<file path="config.mk">
export PLATFORM = sky130hd
export DESIGN_NAME = dm_bus_bridge
export DESIGN_NICKNAME = d
export VERILOG_FILES = /design/src/rtl/dm_bus_bridge.sv
export SDC_FILE = /design/constraint.sdc
export NUM_CORES = 1
export LEC_CHECK = 0
export ABC_AREA = 0
export CAP_MARGIN = 5
export CORE_ASPECT_RATIO = 1.5
export CORE_MARGIN = 3
export CORE_UTILIZATION = 40
export CTS_BUF_LIST = sky130_fd_sc_hd__clkbuf_4
export DETAILED_ROUTE_END_ITERATION = 6
export GPL_TIMING_DRIVEN = 0
export PLACE_DENSITY = 0.88
export SLEW_MARGIN = 5
export SYNTH_ARGS = -nofsm -noshare
export SYNTH_HDL_FRONTEND = slang
export SYNTH_SLANG_ARGS = --single-unit
</file>
<file path="constraint.sdc">
create_clock -name clk -period 1.9 [get_ports clk]
set_input_delay 0.57 -clock clk [delete_from_list [all_inputs] [get_ports clk]]
set_output_delay 0.57 -clock clk [all_outputs]
set_load 0.02 [all_outputs]
</file>
<file path="src/rtl/dm_bus_bridge.sv">
// Data-memory bridge: turns one CPU load/store request into one word-memory
// transaction, with byte lanes, lb sign extension and error/timeout reporting.
module dm_bus_bridge #(
   parameter int unsigned ADDR_W  = 10,
   parameter int unsigned TIMEOUT = 15
) (
   input  logic              clk,
   input  logic              rst,
   input  logic              cpu_req,
   input  logic              cpu_we,
   input  logic              cpu_byte,
   input  logic [31:0]       cpu_addr,
   input  logic [31:0]       cpu_wdata,
   output logic [31:0]       cpu_rdata,
   output logic              cpu_ack,
   output logic              cpu_err,
   output logic              mem_cs,
   output logic              mem_we,
   output logic [3:0]        mem_be,
   output logic [ADDR_W-1:0] mem_addr,
   output logic [31:0]       mem_wdata,
   input  logic [31:0]       mem_rdata,
   input  logic              mem_rdy
);

   typedef enum logic [2:0] {
      S_IDLE,
      S_ISSUE,
      S_WAIT,
      S_RESP,
      S_ERR
   } state_t;

   state_t      r_state;
   state_t      w_next;
   logic        r_we;
   logic        r_byte;
   logic [1:0]  r_lane;
   logic [7:0]  r_cnt;

   logic        w_bad;
   logic        w_cnt_hit;
   logic [3:0]  w_be;
   logic [31:0] w_wdata;
   logic [7:0]  w_lane_byte;
   logic [31:0] w_load_data;

   always_comb begin
      w_bad       = (!cpu_byte && (cpu_addr[1:0] != 2'b00)) ||
                    (cpu_addr[31:ADDR_W+2] != '0);
      // r_cnt counts completed miss cycles, so the TIMEOUT-th miss sees TIMEOUT-1
      w_cnt_hit   = (r_cnt == 8'(TIMEOUT - 1));
      w_be        = cpu_byte ? (4'b0001 << cpu_addr[1:0]) : 4'b1111;
      w_wdata     = cpu_byte ? {4{cpu_wdata[7:0]}} : cpu_wdata;
      w_lane_byte = mem_rdata[{r_lane, 3'b000} +: 8];
      w_load_data = r_byte ? {{24{w_lane_byte[7]}}, w_lane_byte} : mem_rdata;
   end

   always_comb begin
      w_next = r_state;
      case (r_state)
         S_IDLE:  if (cpu_req) w_next = w_bad ? S_ERR : S_ISSUE;
         S_ISSUE: w_next = S_WAIT;
         S_WAIT: begin
            if (mem_rdy)        w_next = S_RESP;
            else if (w_cnt_hit) w_next = S_ERR;
         end
         S_RESP:  w_next = S_IDLE;
         S_ERR:   w_next = S_IDLE;
         default: w_next = S_IDLE;
      endcase
   end

   always_ff @(posedge clk) begin
      if (!rst) begin
         r_state   <= S_IDLE;
         r_we      <= 1'b0;
         r_byte    <= 1'b0;
         r_lane    <= 2'b00;
         r_cnt     <= '0;
         cpu_rdata <= '0;
         cpu_ack   <= 1'b0;
         cpu_err   <= 1'b0;
         mem_cs    <= 1'b0;
         mem_we    <= 1'b0;
         mem_be    <= '0;
         mem_addr  <= '0;
         mem_wdata <= '0;
      end else begin
         r_state <= w_next;
         // Outputs are registered from the next state so they line up with it
         mem_cs  <= (w_next == S_ISSUE);
         cpu_ack <= (w_next == S_RESP) || (w_next == S_ERR);
         cpu_err <= (w_next == S_ERR);

         if (r_state == S_IDLE && cpu_req) begin
            r_we   <= cpu_we;
            r_byte <= cpu_byte;
            r_lane <= cpu_addr[1:0];
         end

         if (r_state == S_IDLE && w_next == S_ISSUE) begin
            mem_we    <= cpu_we;
            mem_be    <= w_be;
            mem_addr  <= cpu_addr[ADDR_W+1:2];
            mem_wdata <= w_wdata;
         end

         if (r_state == S_ISSUE)
            r_cnt <= '0;
         else if (r_state == S_WAIT && !mem_rdy)
            r_cnt <= r_cnt + 8'd1;

         if (r_state == S_WAIT && mem_rdy && !r_we)
            cpu_rdata <= w_load_data;
      end
   end

endmodule

</file>
# Word level (Yosys, flattened, before mapping)
# Cells that the tools add are included.
[word_totals]
latch_bits = 0
mem_bits_rw = 0
register_bits = 97
wordCells = 46
inputBits = 102
mem_bits_ro = 0
memories = 0
[op_classes]
n_lt_le_gt_ge = 0
bitwise = 1
eq_ne = 6
n_mul = 0
n_addsub = 1
div_mod_pow = 0
n_reduce_logical = 15
n_shift = 2
muxes = 8
[op_table]
columns = ["cell", "n"]
rows = [
  ["32-bit two-way mux", 2],
  ["32-bit by 6-bit indexed part select with 8-bit output", 1],
  ["20-bit nonzero test", 1],
  ["3-bit two-way mux", 4],
  ["3-bit case mux with 3 select lines", 1],
  ["8-bit by 1-bit adder with 8-bit output (second input constant)", 1],
  ["8-bit by 4-bit == test with 1-bit output (second input constant)", 1],
  ["3-bit by 1-bit == test with 1-bit output (second input constant)", 2],
  ["3-bit by 2-bit == test with 1-bit output (second input constant)", 2],
  ["1-bit logical AND", 6],
  ["4-bit two-way mux", 1],
  ["1-bit by 2-bit << shifter with 4-bit output (first input constant)", 1],
  ["3-bit == test (second input constant)", 1],
  ["1-bit logical NOT", 3],
  ["3-bit logical NOT", 1],
  ["1-bit logical OR", 2],
  ["2-bit nonzero test", 1],
  ["2-bit OR reduction", 1],
  ["1-bit NOT", 1],
]

# Depth between registers and ports, before layout
[logic_depth]
depth_word = 8
ltp_mapped = 7
depth_no_buf = 5

# Least setup slack after synthesis
# OpenSTA, ideal clock, no wires.
[synth_path]
kind = "input-to-reg"
start = "input cpu_addr[25]"
end = "register mem_wdata[5]"
arrival_ns = 1.789
required_ns = 1.778
stages = 5
slack_ns = -0.011
setup_time_ns = 0.122
path_cell_list = "nor4_1 o2111ai_1 nor3_4 buf_6 o21ai_0"
[synth_via]
elab_chain_cells = 7
[synth_lines]
columns = ["item", "line", "text"]
rows = [
  ["start: declaration", "12", "input logic [31:0] cpu_addr,"],
  ["20-bit nonzero test", "50", "(cpu_addr[31:ADDR_W+2] != '0);"],
  ["1-bit logical OR", "49", "w_bad = (!cpu_byte && (cpu_addr[1:0] != 2'b00)) ||"],
  ["3-bit two-way mux (2 in series)", "62", "S_IDLE: if (cpu_req) w_next = w_bad ? S_ERR : S_ISSUE;"],
  ["3-bit case mux with 3 select lines", "61", "case (r_state)"],
  ["3-bit by 1-bit == test with 1-bit output", "102", "if (r_state == S_IDLE && w_next == S_ISSUE) begin"],
  ["1-bit logical AND", "102", ""],
  ["end signal: assignment", "106", "mem_wdata <= w_wdata;"],
  ["end: declaration", "21", "output logic [31:0] mem_wdata,"],
]
# No other way between the ends.
# A chain may end at the register's enable or synchronous reset.

# Final worst setup path
[layout_path]
start = "input cpu_byte"
end = "register mem_wdata[11]"
[layout_via]
elab_chain_cells = 8
[layout_lines]
columns = ["item", "line", "text"]
rows = [
  ["start: declaration", "11", "input logic cpu_byte,"],
  ["1-bit logical NOT", "49", ""],
  ["1-bit logical AND", "49", ""],
  ["1-bit logical OR", "49", ""],
  ["3-bit two-way mux (2 in series)", "62", ""],
  ["3-bit case mux with 3 select lines", "61", ""],
  ["3-bit by 1-bit == test with 1-bit output", "102", ""],
  ["1-bit logical AND", "102", ""],
]
# Several ways; a longest one is shown, not always the timed one.

==> impl_metrics.yaml <==
floorplan:
  boundaryPins: 184
  die_height_um: 137
  floorplan.rows: 47
  floorplan.core_area_um2: 11100
  die_width_um: 93.1
  initial_utilization_pct: 41.2
  dieArea_um2: 12700
setup_path:
  critical-path-slowest-cell: "sky130_fd_sc_hd__clkdlybuf4s50_1"
  timing_worst_setup_path_type: "input port to flop"
  cp-end-kind: "flop"
  top_cell_family_by_delay_on_the_critical_path: "buffers and inverters"
  path_max_fanout: 19
  critical_path_arrival_ns: 2.19
  cp_cell_sequence: "clkdlybuf4s50_1 -> buf_2 -> mux2_2 -> nand4_1 -> o21ai_0"
  setup.worst_path.start_class: "input port"
  crit_required_ns: 2.25
  crit_buf_inv: 2
  cp_slowest_stage_delay_ns: 0.61
routing:
  avgViaCountPerCell: 5.59
  wire_per_inst_um: 17.9
  wirelength_met1_um: 5640
  postRouteWirelength_um: 16000
  drt_iter0_drc: 303
  dr_total_vias: 5000
  antenna_violating_nets_post_route: 0
  drc: 0
  wl_met3_um: 1160
  drt_pass1_iterations: 6
  top_layer_used: "met4"
  met2RoutedLength_um: 8460
logic_synthesis:
  synth_area_leader_cell: "sky130_fd_sc_hd__dfxtp_1"
  postSynth.topFlopCell: "sky130_fd_sc_hd__dfxtp_1"
  number_of_warnings_printed_during_yosys_synthesis: 0
  post_synth.cell_area_avg_um2: 8.31
  postSynth.asyncResetShare_pct: 0
  synth.yosys.seq_area_share_pct: 42.6
  synth_enable_flop_cells: 0
  syn-instance-count: 548
  synth_area_um2: 4550
  synth_area_leaders: "sky130_fd_sc_hd__dfxtp_1, sky130_fd_sc_hd__o21ai_0, sky130_fd_sc_hd__mux2_2, sky130_fd_sc_hd__nand4_1, sky130_fd_sc_hd__nand2_1"
  synth_cell_type_count: 41
  yosysTopAreaCellShare_pct: 42.6
  syn-num-nets: 652
  synth-seq-cells: 97
run_status:
  outcome: "finished, final reports clean"
timing:
  setup_ws_ns: 0.0598
  worst_clock_skew_ns: 0.00865
  tightestPinTransition_ns: 0.675
  timing_hold_violations_final: 0
  post-route-min-period_ns: 1.84
  final_max_slew_viol_count: 0
  post-route-period-util_pct: 96.9
  final.setup.tns_ns: 0
  max-slew-margin-rel_pct: 55.0
  grt_setup_unrepaired: "false"
  timing.final.setup_violations: 0
  timing_limited_maximum_frequency_ghz: 0.543
place:
  setup_slack_after_placement_ns: -0.827
  port_buffer_count: 182
  sum_of_net_half_perimeters_after_detailed_placement_um: 12200
  placed_cells: 877
  place_congestion: 0.905
global_routing:
  grt-ovfl-total: 0
  grt_pass1_vias: 4985
  groute.usage.overall_pct: 24.3
  initial_antenna_violation_count: 1
  grt_pass1_wl_um: 24300
  largest_net_degree_at_the_start_of_global_routing: 20
layout:
  layout-drive-gt1-share_pct: 10.7
  post_layout_nonfiller_instances: 894
  syn2layout_area_growth_pct: 49.9
  finish.net_count: 846
clocking:
  clock-root-buffer: "sky130_fd_sc_hd__clkbuf_4"
  clkTransAtPathRegs_ns: 0.14
  clock_path_buffers: 2
  clock_tree_from_tritoncts: "done"
  holdBufCountCts: 0
  cts.sinks: 97
  clkLatencyLatePin_ns: 0.46
  numCtsBuffers: 9
  cts.htree.levels: 3
pwr:
  power.density_cell_area_nw_per_um2: 555
  leakagePower_uw: 0.00285
  worst_ir_drop_vdd_uv: 351
run:
  max_cap_violations: 0
worst_hold_path:
  worst_hold_path_type: "flop to flop"
==> worst paths after layout <==
check	from	end	slack, ns	cells after the start
worst max register to register	r_state[0]	mem_wdata[20]	0.07	6
worst min register to register	mem_wdata[28]	mem_wdata[28]	0.46	2
worst min-delay path	mem_wdata[28]	mem_wdata[28]	0.46	2
worst max-delay path	cpu_byte	mem_wdata[11]	0.06	5
==> stage by stage <==
stage / utilization [%] / power, uW / hold WS [ns] / area [um^2]
final: 61.7 / 3790 / 0.463 / 6830
after global routing: 61.7 / 3920 / 0.485 / 6830
after CTS: 61.1 / 3790 / 0.458 / 6750
after detailed placement: 59.3 / 2590 / 0.439 / 6560
after global placement: 59.3 / 2580 / 0.437 / 6560
after floorplan: - / 2290 / 0.440 / 4550
==> cell usage after synthesis (3+ instances only) <==
cell	count
sky130_fd_sc_hd__nand3_1	20
sky130_fd_sc_hd__buf_2	11
sky130_fd_sc_hd__clkbuf_1	35
sky130_fd_sc_hd__a21oi_1	17
sky130_fd_sc_hd__nor3_1	26
sky130_fd_sc_hd__buf_6	3
sky130_fd_sc_hd__nor4_1	7
sky130_fd_sc_hd__nor2b_1	26
sky130_fd_sc_hd__nand2b_1	8
sky130_fd_sc_hd__and3_1	3
sky130_fd_sc_hd__and2_1	3
sky130_fd_sc_hd__nand2_1	55
sky130_fd_sc_hd__o21ai_0	68
sky130_fd_sc_hd__inv_1	4
sky130_fd_sc_hd__mux2i_1	7
sky130_fd_sc_hd__nor2_1	35
sky130_fd_sc_hd__a21boi_0	7
sky130_fd_sc_hd__o211ai_1	8
sky130_fd_sc_hd__o31ai_1	11
sky130_fd_sc_hd__mux2_2	24
sky130_fd_sc_hd__dfxtp_1	97
sky130_fd_sc_hd__nand4_1	38
sky130_fd_sc_hd__xor2_1	6
sky130_fd_sc_hd__o21ai_1	8
==> cell usage in the layout, fill, tap and decap left out, types with 10 or more instances in the layout <==
cell,count
sky130_fd_sc_hd__dfxtp_1,96
sky130_fd_sc_hd__clkdlybuf4s50_1,90
sky130_fd_sc_hd__dlygate4sd2_1,84
sky130_fd_sc_hd__o21ai_0,66
sky130_fd_sc_hd__nand2_1,55
sky130_fd_sc_hd__nand4_1,38
sky130_fd_sc_hd__nor2_1,35
sky130_fd_sc_hd__nor2b_1,26
sky130_fd_sc_hd__nor3_1,26
sky130_fd_sc_hd__mux2_2,24
sky130_fd_sc_hd__clkbuf_1,22
sky130_fd_sc_hd__nand3_1,20
sky130_fd_sc_hd__a21oi_1,17
sky130_fd_sc_hd__clkbuf_4,14
sky130_fd_sc_hd__buf_4,11
sky130_fd_sc_hd__o31ai_1,10
sky130_fd_sc_hd__o21ai_1,10
==> power by group <==
part           leakage (uW)  internal (uW)  switching (uW)
clock network     0.0000844            551             662
registers          0.000783           2040            8.93
logic               0.00198            289             232
==> flip-flops by register name (all words and copies together), names as in the netlist <==
register	flops
r_lane	2
mem_wdata	32
r_we	1
r_cnt	8
mem_be	4
r_byte	1
mem_addr	10
mem_cs	1
cpu_err	1
r_state	3
cpu_ack	1
mem_we	1
cpu_rdata	32
==> what timing repair did <==
item | 4_1_cts | 5_1_grt
setup endpoints to repair | 160 | 82
pin swaps | 4 | 7
buffers inserted | 5 | 0
resized for setup | 113 | 28
gates cloned | 0 | 0
==> routing by layer <==
metal	global-route usage (%)	vias up
met2	45.3	264
met3	5.39	65
met5	0	-
li1	-	2341
met1	25.1	2330
met4	12.9	0
==> cell type report <==
type / instances / area (um^2)
inverters: 4 / 15.0
fillers: 977 / 4230
diodes: 1 / 2.50
multi-input cells: 396 / 2460
repair buffers: 187 / 1790
flip-flops and latches: 97 / 1940
clock inverters: 4 / 68.8
plain buffers: 47 / 278
well taps: 147 / 184
clock buffers: 11 / 82.6
==> worst register-to-register path, stage by stage, from the launching register on <==
cell and delay [ns]:
sky130_fd_sc_hd__dfxtp_1 0.43, sky130_fd_sc_hd__or4b_4 0.54, sky130_fd_sc_hd__buf_4 0.19, sky130_fd_sc_hd__nor3_4 0.20, sky130_fd_sc_hd__buf_12 0.15, sky130_fd_sc_hd__buf_8 0.12, sky130_fd_sc_hd__o21ai_0 0.10
==> logic make-up (layout without fill, tap and decap cells) <==
group / after synthesis / count (layout) / synth area share [%]
AO/OA/AOI/OAI: 124 / 124 / 15.4
XOR/XNOR: 7 / 7 / 1.35
AND/OR/NAND/NOR: 231 / 231 / 26.7
adder cells (fa/ha/maj): 2 / 2 / 0.550
multiplexers: 32 / 32 / 7.97
buffers and inverters: 55 / 253 / 5.33
flip-flops: 97 / 97 / 42.6
other: 0 / 1 / 0
No activity file was read; power rests on OpenSTA's default activity.
